==> config.mk <==
export PLATFORM = sky130hd
export DESIGN_NAME = dm_cache_ctrl
export DESIGN_NICKNAME = d
export VERILOG_FILES = /design/src/rtl/dm_cache_ctrl.sv
export SDC_FILE = /design/constraint.sdc
export NUM_CORES = 2
export LEC_CHECK = 0
export CORE_MARGIN = 5
export CORE_UTILIZATION = 60
export CTS_CLUSTER_DIAMETER = 40
export DETAILED_ROUTE_END_ITERATION = 10
export PLACE_DENSITY_LB_ADDON = 0.1
export SYNTH_ARGS = -nofsm -noshare
export SYNTH_HDL_FRONTEND = slang
export SYNTH_SLANG_ARGS = --single-unit
==> constraint.sdc <==
create_clock -name clk -period 7.9 [get_ports clk]
set_input_delay 1.185 -clock clk [delete_from_list [all_inputs] [get_ports clk]]
set_output_delay 1.185 -clock clk [all_outputs]
set_load 0.005 [all_outputs]
==> src/rtl/dm_cache_ctrl.sv <==
// Direct-mapped write-back, write-allocate cache controller (one word per line).
// Define DM_CACHE_CTRL_STATS_EN to add saturating hit/miss counter outputs.
module dm_cache_ctrl #(
    parameter int WIDTH = 32,
    parameter int C     = 128,
    parameter int B     = 4,
    parameter int S     = C / B
) (
    input  logic             clk,
    input  logic             rst_n,
    input  logic             cpu_v_i,
    input  logic             cpu_we_i,
    input  logic [WIDTH-1:0] cpu_addr_i,
    input  logic [B*8-1:0]   cpu_data_i,
    output logic             cpu_ready_o,
    output logic             cpu_v_o,
    output logic             cpu_hit_o,
    output logic [B*8-1:0]   cpu_data_o,
    output logic             mem_req_o,
    output logic             mem_we_o,
    output logic [WIDTH-1:0] mem_addr_o,
    output logic [B*8-1:0]   mem_data_o,
    input  logic             mem_ack_i,
    input  logic [B*8-1:0]   mem_data_i
`ifdef DM_CACHE_CTRL_STATS_EN
    ,
    output logic [15:0]      hit_cnt_o,
    output logic [15:0]      miss_cnt_o
`endif
);

    localparam int OFF_W = $clog2(B);
    localparam int IDX_W = $clog2(S);
    localparam int TAG_W = WIDTH - IDX_W - OFF_W;
    localparam int DW    = B * 8;

    typedef enum logic [2:0] {
        IDLE,
        CMP,
        WB,
        FILL,
        RESP
    } state_t;

    state_t state_q, state_d;

    logic [TAG_W-1:0] req_tag;
    logic [IDX_W-1:0] req_idx;
    logic             req_we;
    logic [DW-1:0]    req_data;
    logic             hit_q;

    logic [S-1:0]     valid_q;
    logic [S-1:0]     dirty_q;
    logic [TAG_W-1:0] tag_q  [S];
    logic [DW-1:0]    data_q [S];

    logic [TAG_W-1:0] cur_tag;
    logic [DW-1:0]    cur_data;
    logic             cur_valid;
    logic             cur_dirty;
    logic             hit;
    logic             accept;
    logic             fill_done;
    logic             wr_done;
    logic             unused_off;

    // Byte offset is irrelevant: a line holds exactly one word.
    assign unused_off = ^cpu_addr_i[OFF_W-1:0];

    assign cur_tag   = tag_q[req_idx];
    assign cur_data  = data_q[req_idx];
    assign cur_valid = valid_q[req_idx];
    assign cur_dirty = dirty_q[req_idx];
    assign hit       = cur_valid && (cur_tag == req_tag);

    assign accept    = (state_q == IDLE) && cpu_v_i;
    assign fill_done = (state_q == FILL) && mem_ack_i;
    assign wr_done   = (state_q == RESP) && req_we;

    always_ff @(posedge clk or negedge rst_n) begin
        if (!rst_n) begin
            state_q <= IDLE;
        end else begin
            state_q <= state_d;
        end
    end

    always_comb begin
        state_d     = state_q;
        cpu_ready_o = 1'b0;
        cpu_v_o     = 1'b0;
        cpu_hit_o   = 1'b0;
        cpu_data_o  = '0;
        mem_req_o   = 1'b0;
        mem_we_o    = 1'b0;
        mem_addr_o  = '0;
        mem_data_o  = '0;
        unique case (state_q)
            IDLE: begin
                cpu_ready_o = 1'b1;
                if (cpu_v_i) state_d = CMP;
            end
            CMP: begin
                if (hit) begin
                    state_d = RESP;
                end else if (cur_valid && cur_dirty) begin
                    state_d = WB;
                end else if (!req_we) begin
                    state_d = FILL;
                end else begin
                    state_d = RESP;
                end
            end
            WB: begin
                mem_req_o  = 1'b1;
                mem_we_o   = 1'b1;
                mem_addr_o = {cur_tag, req_idx, {OFF_W{1'b0}}};
                mem_data_o = cur_data;
                if (mem_ack_i) state_d = req_we ? RESP : FILL;
            end
            FILL: begin
                mem_req_o  = 1'b1;
                mem_addr_o = {req_tag, req_idx, {OFF_W{1'b0}}};
                if (mem_ack_i) state_d = RESP;
            end
            RESP: begin
                cpu_v_o    = 1'b1;
                cpu_hit_o  = hit_q;
                cpu_data_o = req_we ? '0 : cur_data;
                state_d    = IDLE;
            end
            default: state_d = IDLE;
        endcase
    end

    always_ff @(posedge clk or negedge rst_n) begin
        if (!rst_n) begin
            req_tag  <= '0;
            req_idx  <= '0;
            req_we   <= 1'b0;
            req_data <= '0;
            hit_q    <= 1'b0;
        end else begin
            if (accept) begin
                req_tag  <= cpu_addr_i[WIDTH-1 -: TAG_W];
                req_idx  <= cpu_addr_i[OFF_W +: IDX_W];
                req_we   <= cpu_we_i;
                req_data <= cpu_data_i;
            end
            // Hit flag is frozen at lookup time, before any fill.
            if (state_q == CMP) hit_q <= hit;
        end
    end

    always_ff @(posedge clk or negedge rst_n) begin
        if (!rst_n) begin
            valid_q <= '0;
            dirty_q <= '0;
        end else if (fill_done) begin
            valid_q[req_idx] <= 1'b1;
            dirty_q[req_idx] <= 1'b0;
        end else if (wr_done) begin
            valid_q[req_idx] <= 1'b1;
            dirty_q[req_idx] <= 1'b1;
        end
    end

    always_ff @(posedge clk) begin
        if (fill_done) begin
            tag_q[req_idx]  <= req_tag;
            data_q[req_idx] <= mem_data_i;
        end else if (wr_done) begin
            tag_q[req_idx]  <= req_tag;
            data_q[req_idx] <= req_data;
        end
    end

`ifdef DM_CACHE_CTRL_STATS_EN
    always_ff @(posedge clk or negedge rst_n) begin
        if (!rst_n) begin
            hit_cnt_o  <= '0;
            miss_cnt_o <= '0;
        end else if (state_q == RESP) begin
            if (hit_q) begin
                if (hit_cnt_o != 16'hFFFF) hit_cnt_o <= hit_cnt_o + 16'd1;
            end else begin
                if (miss_cnt_o != 16'hFFFF) miss_cnt_o <= miss_cnt_o + 16'd1;
            end
        end
    end
`endif

endmodule

### After elaboration in Yosys (flattened, before gate mapping)

Memory sizes are Yosys's and may differ from the RTL's.
Index checks and enable logic that the tools add are counted.

| word-level totals | value |
|---|---|
| bits in read-only memories | 0 |
| memory bits (writable) | 1824 |
| logic and storage cells | 69 |
| output and inout bits | 101 |
| memories | 2 |
| latch bits | 0 |
| register bits after elaboration | 131 |

| operators by class | value |
|---|---|
| reductions and logical operators | 10 |
| $add $sub $neg | 0 |
| div/mod/pow operators | 0 |
| multiplexer cells | 33 |
| multipliers | 0 |
| magnitude comparators | 2 |
| bitwise gates (word level) | 6 |
| equality and inequality tests | 8 |
| shift-type cells | 0 |

Memories:

| memory | words | bits a word | read ports | clocked after Yosys merged registers in | write ports | RTL line | RTL |
|---|---|---|---|---|---|---|---|
| data_q | 32 | 32 | 1 | 0 | 1 | 56 | `logic [DW-1:0] data_q [S];` |
| tag_q | 32 | 25 | 1 | 0 | 1 | 55 | `logic [TAG_W-1:0] tag_q [S];` |

Operators with widths:

| cell | count |
|---|---|
| $mux W32 | 8 |
| $or A32 B32 Y32 | 2 |
| $pmux W32 S2 | 1 |
| $and A32 B32 Y32 | 1 |
| $not A32 Y32 | 1 |
| $eq A25 B25 Y1 | 1 |
| $mux W25 | 1 |
| $mux W3 | 6 |
| $mux W1 | 13 |
| $pmux W3 S4 | 1 |
| $bmux W1 S5 | 2 |
| $eq A3 B2 Y1 const B | 2 |
| $logic_and A1 B1 Y1 | 6 |
| $lt A5 B6 Y1 const B | 1 |
| $ne A2 B2 Y1 const B | 3 |
| $demux W1 S5 | 1 |
| $ge A5 B1 Y1 const B | 1 |
| $eq A3 B1 Y1 const B | 1 |
| $eq A3 B3 Y1 const B | 1 |
| $logic_not A3 Y1 | 1 |
| $reduce_and A3 Y1 | 1 |
| $or A1 B1 Y1 | 2 |
| $reduce_bool A2 Y1 | 1 |
| $reduce_or A2 Y1 | 1 |

### Depth between registers and ports, before layout

| logic depth | value |
|---|---|
| word-level depth | 7 |
| gate-level depth with buffers | 13 |

### Worst setup path before layout

OpenSTA, ideal clock, no wires.

| path | value |
|---|---|
| kind | register -> register |
| start | reg req_idx[0] |
| end | mem data_q[15][0] (netlist bit) (enable) |
| period minus slack after synthesis | 5069 ps |
| setup slack | 2831 ps |
| cell stages (with the launch flop) | 10 |
| setup time | 476 ps |
| path buffers | 6 |
| arrival time | 4593 ps |
| cells stage by stage | dfrtp_1 -> buf_2 -> buf_4 -> buf_4 -> buf_4 -> buf_2 -> buf_2 -> inv_1 -> or2_2 -> nor2_1 |

RTL lines:

| what | RTL line | RTL |
|---|---|---|
| from (decl) | 48 | `logic [IDX_W-1:0] req_idx;` |
| from (signal assigned) | 147 | `req_idx <= cpu_addr_i[OFF_W +: IDX_W];` |
| to (decl) | 56 |  |

No word-level cell before the write port.

### Final worst setup path

| path | value |
|---|---|
| start | reg req_idx[4] |
| end | out cpu_data_o[3] |

| between the ends | value |
|---|---|
| longest elaborated chain between the ends | 3 |

RTL lines:

| what | RTL line | RTL |
|---|---|---|
| $mem_v2 Z32 W32 | n/a |  |
| $mux W32 | 130 | `cpu_data_o = req_we ? '0 : cur_data;` |
| $mux W32 | 99 | `unique case (state_q)` |
| to (decl) | 18 | `output logic [B*8-1:0] cpu_data_o,` |

No other way between the ends.

==> impl_metrics.xml <==
<?xml version="1.0" encoding="UTF-8"?>
<metrics>
  <group name="status">
    <metric name="run_status" unit="">complete, no violations</metric>
  </group>
  <group name="pwr">
    <metric name="powerDensity" unit="mW/mm²">361.2</metric>
    <metric name="fin_total_pwr" unit="µW">31510</metric>
    <metric name="leakage" unit="µW">0.02848</metric>
    <metric name="ir_drop" unit="mV">0.3309</metric>
  </group>
  <group name="worst_setup_path">
    <metric name="crit_cells" unit="">7</metric>
    <metric name="timing_worst_setup_path_type" unit="">reg2out</metric>
    <metric name="setup.worst_path.start_class" unit="">flip-flop</metric>
    <metric name="r2r_slack" unit="ns">3.24</metric>
    <metric name="critical-path-slowest-cell" unit="">sky130_fd_sc_hd__nor2b_4</metric>
    <metric name="reg2reg_depth" unit="">6</metric>
    <metric name="timing.critical_path.slowest_cell_delay" unit="ns">1.05</metric>
    <metric name="path_cells" unit="">nor2b_1 -&gt; nor2b_4 -&gt; buf_4 -&gt; a22oi_1 -&gt; and4_1 -&gt; nor2_1 -&gt; clkdlybuf4s50_1</metric>
    <metric name="cp-end-kind" unit="">output port</metric>
    <metric name="crit_buf_inv" unit="">2</metric>
    <metric name="crit_path_max_fanout" unit="">26</metric>
    <metric name="worst_ep_required_time" unit="ns">6.71</metric>
    <metric name="cp_top_family" unit="">simple AND/OR/NAND/NOR gates</metric>
    <metric name="cp_data_arrival_time" unit="ns">4.85</metric>
  </group>
  <group name="placed_design">
    <metric name="io_buffer_count" unit="">197</metric>
    <metric name="post-dp-hpwl" unit="µm">95060</metric>
    <metric name="place_ws" unit="ns">2.824</metric>
    <metric name="routabilityCongestion" unit="">0.7544</metric>
    <metric name="placement.cell_area" unit="mm²">0.07977</metric>
  </group>
  <group name="routing">
    <metric name="wire_per_inst" unit="µm">33.20</metric>
    <metric name="dr_total_vias" unit="">39920</metric>
    <metric name="wirelength" unit="µm">197100</metric>
    <metric name="final_antenna_net_count" unit="">0</metric>
    <metric name="detailedRoute.firstIterationViolations" unit="">5540</metric>
    <metric name="drt_first_pass_iters" unit="">5</metric>
    <metric name="post-route-drc-count" unit="">0</metric>
    <metric name="avgViaCountPerCell" unit="">6.726</metric>
  </group>
  <group name="timing">
    <metric name="fin_tns_setup" unit="ns">0</metric>
    <metric name="finalWorstSetupSlack" unit="ns">1.863</metric>
    <metric name="slew_headroom" unit="">0.1551</metric>
    <metric name="timing.final.setup_violations" unit="">0</metric>
    <metric name="final.setup_skew" unit="ns">0.02874</metric>
    <metric name="max_freq" unit="MHz">165.7</metric>
    <metric name="timing.final.max_slew_violations" unit="">0</metric>
    <metric name="final_hold_viol_count" unit="">0</metric>
    <metric name="final.min_clock_period" unit="ns">6.037</metric>
    <metric name="setup_repair_after_global_routing_missed_its_margin" unit="">no</metric>
    <metric name="tightest_slew" unit="ns">1.265</metric>
    <metric name="period_share" unit="">0.7641</metric>
  </group>
  <group name="min_path">
    <metric name="min_path_type" unit="">in2async</metric>
  </group>
  <group name="grt">
    <metric name="pin_count_of_the_biggest_net_entering_global_routing" unit="">103</metric>
    <metric name="track_usage" unit="">0.2982</metric>
    <metric name="grt_overflow" unit="">0</metric>
    <metric name="grt_antenna_before_repair" unit="">10</metric>
    <metric name="grt_first_pass_wirelength" unit="µm">278200</metric>
    <metric name="first_global_vias" unit="">38930</metric>
  </group>
  <group name="yosys">
    <metric name="synth_area_leader_cell" unit="">sky130_fd_sc_hd__edfxtp_1</metric>
    <metric name="yosysSeqAreaShare" unit="">0.7700</metric>
    <metric name="synthTopCellsByArea" unit="">sky130_fd_sc_hd__edfxtp_1 (73%), sky130_fd_sc_hd__mux4_2 (8.1%), sky130_fd_sc_hd__mux2i_1 (5.3%)</metric>
    <metric name="area_of_the_mapped_netlist" unit="mm²">0.07539</metric>
    <metric name="synth_instances" unit="">3790</metric>
    <metric name="synth-edff-count" unit="">1824</metric>
    <metric name="synth.lib_cells_used.distinct" unit="">48</metric>
    <metric name="ys.warnings.count" unit="">0</metric>
    <metric name="ys_top_cells_by_count" unit="">sky130_fd_sc_hd__edfxtp_1 (1824), sky130_fd_sc_hd__mux2i_1 (402), sky130_fd_sc_hd__mux4_2 (272)</metric>
    <metric name="yosysTopAreaCellShare" unit="">0.7265</metric>
    <metric name="synth-async-reset-ratio" unit="">0.06701</metric>
    <metric name="yosys.cell_count.top_type" unit="">sky130_fd_sc_hd__edfxtp_1</metric>
    <metric name="dominantRegCellSynth" unit="">sky130_fd_sc_hd__edfxtp_1</metric>
    <metric name="post_synth.cell_area_avg" unit="µm²">19.89</metric>
    <metric name="ys_seq_elements" unit="">1955</metric>
  </group>
  <group name="floorplanning">
    <metric name="dieHeight" unit="µm">364.5</metric>
    <metric name="floorplan.rows" unit="">130</metric>
    <metric name="core_region" unit="mm²">0.1252</metric>
    <metric name="io-pin-count" unit="">202</metric>
    <metric name="initial_utilization" unit="">0.6019</metric>
    <metric name="die_x" unit="µm">364.5</metric>
    <metric name="die-area" unit="mm²">0.1328</metric>
  </group>
  <group name="finish">
    <metric name="layout.cell_area.non_filler" unit="mm²">0.08723</metric>
    <metric name="multi_input_gate_area_in_the_final_layout" unit="mm²">0.01651</metric>
    <metric name="layout-drive-gt1-share" unit="">0.2141</metric>
    <metric name="finish.utilization" unit="">0.6965</metric>
    <metric name="nNetsFinal" unit="">4193</metric>
    <metric name="area.sequential" unit="mm²">0.05806</metric>
    <metric name="layout_area_growth_over_synthesis" unit="%">15.71</metric>
    <metric name="num-fill-cells" unit="">7774</metric>
  </group>
  <group name="cts">
    <metric name="postCtsResizedCells" unit="">0</metric>
    <metric name="numCtsBuffers" unit="">220</metric>
    <metric name="cts_tree" unit="">done</metric>
    <metric name="cts_buffer_depth" unit="">3</metric>
    <metric name="cts_root_buf" unit="">sky130_fd_sc_hd__clkbuf_16</metric>
    <metric name="clkLatencyLatePin" unit="ns">0.84</metric>
    <metric name="postCtsSetupBuffers" unit="">0</metric>
    <metric name="cts.hold.buffers_added" unit="">0</metric>
    <metric name="clk_pin_slew" unit="ns">0.06</metric>
    <metric name="htreeDepth" unit="">4</metric>
    <metric name="clock_sink_count" unit="">1955</metric>
  </group>
  <group name="run">
    <metric name="max_cap_viols" unit="">0</metric>
  </group>
</metrics>
-- state kept, by name, summed over array words and instances, names as in the netlist, named ones only --
register,count
data_q,1024
req_idx,5
req_data,32
state_q,3
tag_q,800
req_tag,25
valid_q,32
req_we,1
hit_q,1
-- cell type report --
class	instances	area share
well taps	1650	0.02367
repair buffers	300	0.03521
diodes	2	0.00005737
flip-flops and latches	1955	0.6656
multi-input cells	1604	0.1893
inverters	11	0.0006741
clock buffers	263	0.06748
clock inverters	150	0.01803
-- worst register-to-register path, delay by kind of cell, from the launching register on --
family                 cells  cell delay (ns)
buffers and inverters      3             1.77
DFF                        1             0.94
and+or+nand+nor            3             1.61
-- per-stage QoR --
stage | hold slack [ns] | std cells
finish | 0.4391 | 5935
global route | 0.4819 | 5933
CTS | 0.4642 | 5933
detailed placement | 0.4474 | 5520
global placement | 0.4458 | 5520
floorplan | 0.4287 | 3791
-- power by group --
group / internal, µW / total, µW / switching, µW
combinational: 3320 / 8040 / 4720
clock: 6160 / 10300 / 4140
sequential: 12600 / 13200 / 612
total: 22000 / 31500 / 9470
-- cell families (layout without fill, tap and decap cells) --
group | count (synthesis) | after routing | share of synthesized area
AOI/OAI and AO/OA | 447 | 447 | 0.03801
xor gates and xnor gates | 5 | 5 | 0.0005808
buffers and inverters | 232 | 724 | 0.01444
DFF | 1955 | 1955 | 0.7700
muxes | 769 | 769 | 0.1488
other | 1 | 4 | 0.00004974
and+or+nand+nor | 381 | 381 | 0.02811
-- routing by layer --
layer	GRT usage	up-vias	wire length, µm
li1	-	16290	-
met1	0.4360	20790	76970
met2	0.4551	2495	91560
met3	0.07385	346	22850
met4	0.09166	2	5663
met5	0	-	13
-- placed cells by master (no fill, tap or decap), drive strengths merged, types with 6 or more instances in the layout --
cell,netlist,layout
or4,7,7
clkinvlp,0,29
nor2,150,150
and2,9,9
nor4,57,57
mux2i,402,402
mux2,95,95
a21oi,92,92
edfxtp,1824,1824
o22ai,201,201
buf,128,104
o21ai,11,11
mux4,272,272
inv,11,29
nand2b,14,14
a22oi,133,133
clkinv,0,78
bufinv,0,25
and3,24,24
nand4bb,6,6
clkdlybuf4s50,0,196
dfrtp,131,131
clkbuf,93,263
or2,28,28
nand2,29,29
and4,33,33
-- final timing paths --
kind / startpoint / endpoint
min in group clk: valid_q[31] / valid_q[31]
min: rst_n / req_tag[13]
max: req_idx[4] / cpu_data_o[3]
max reg2reg: req_idx[4] / tag_q[19][18]
min reg2reg: valid_q[31] / valid_q[31]
max in group asynchronous: rst_n / req_idx[0]
(Power assumes the default switching activity.)
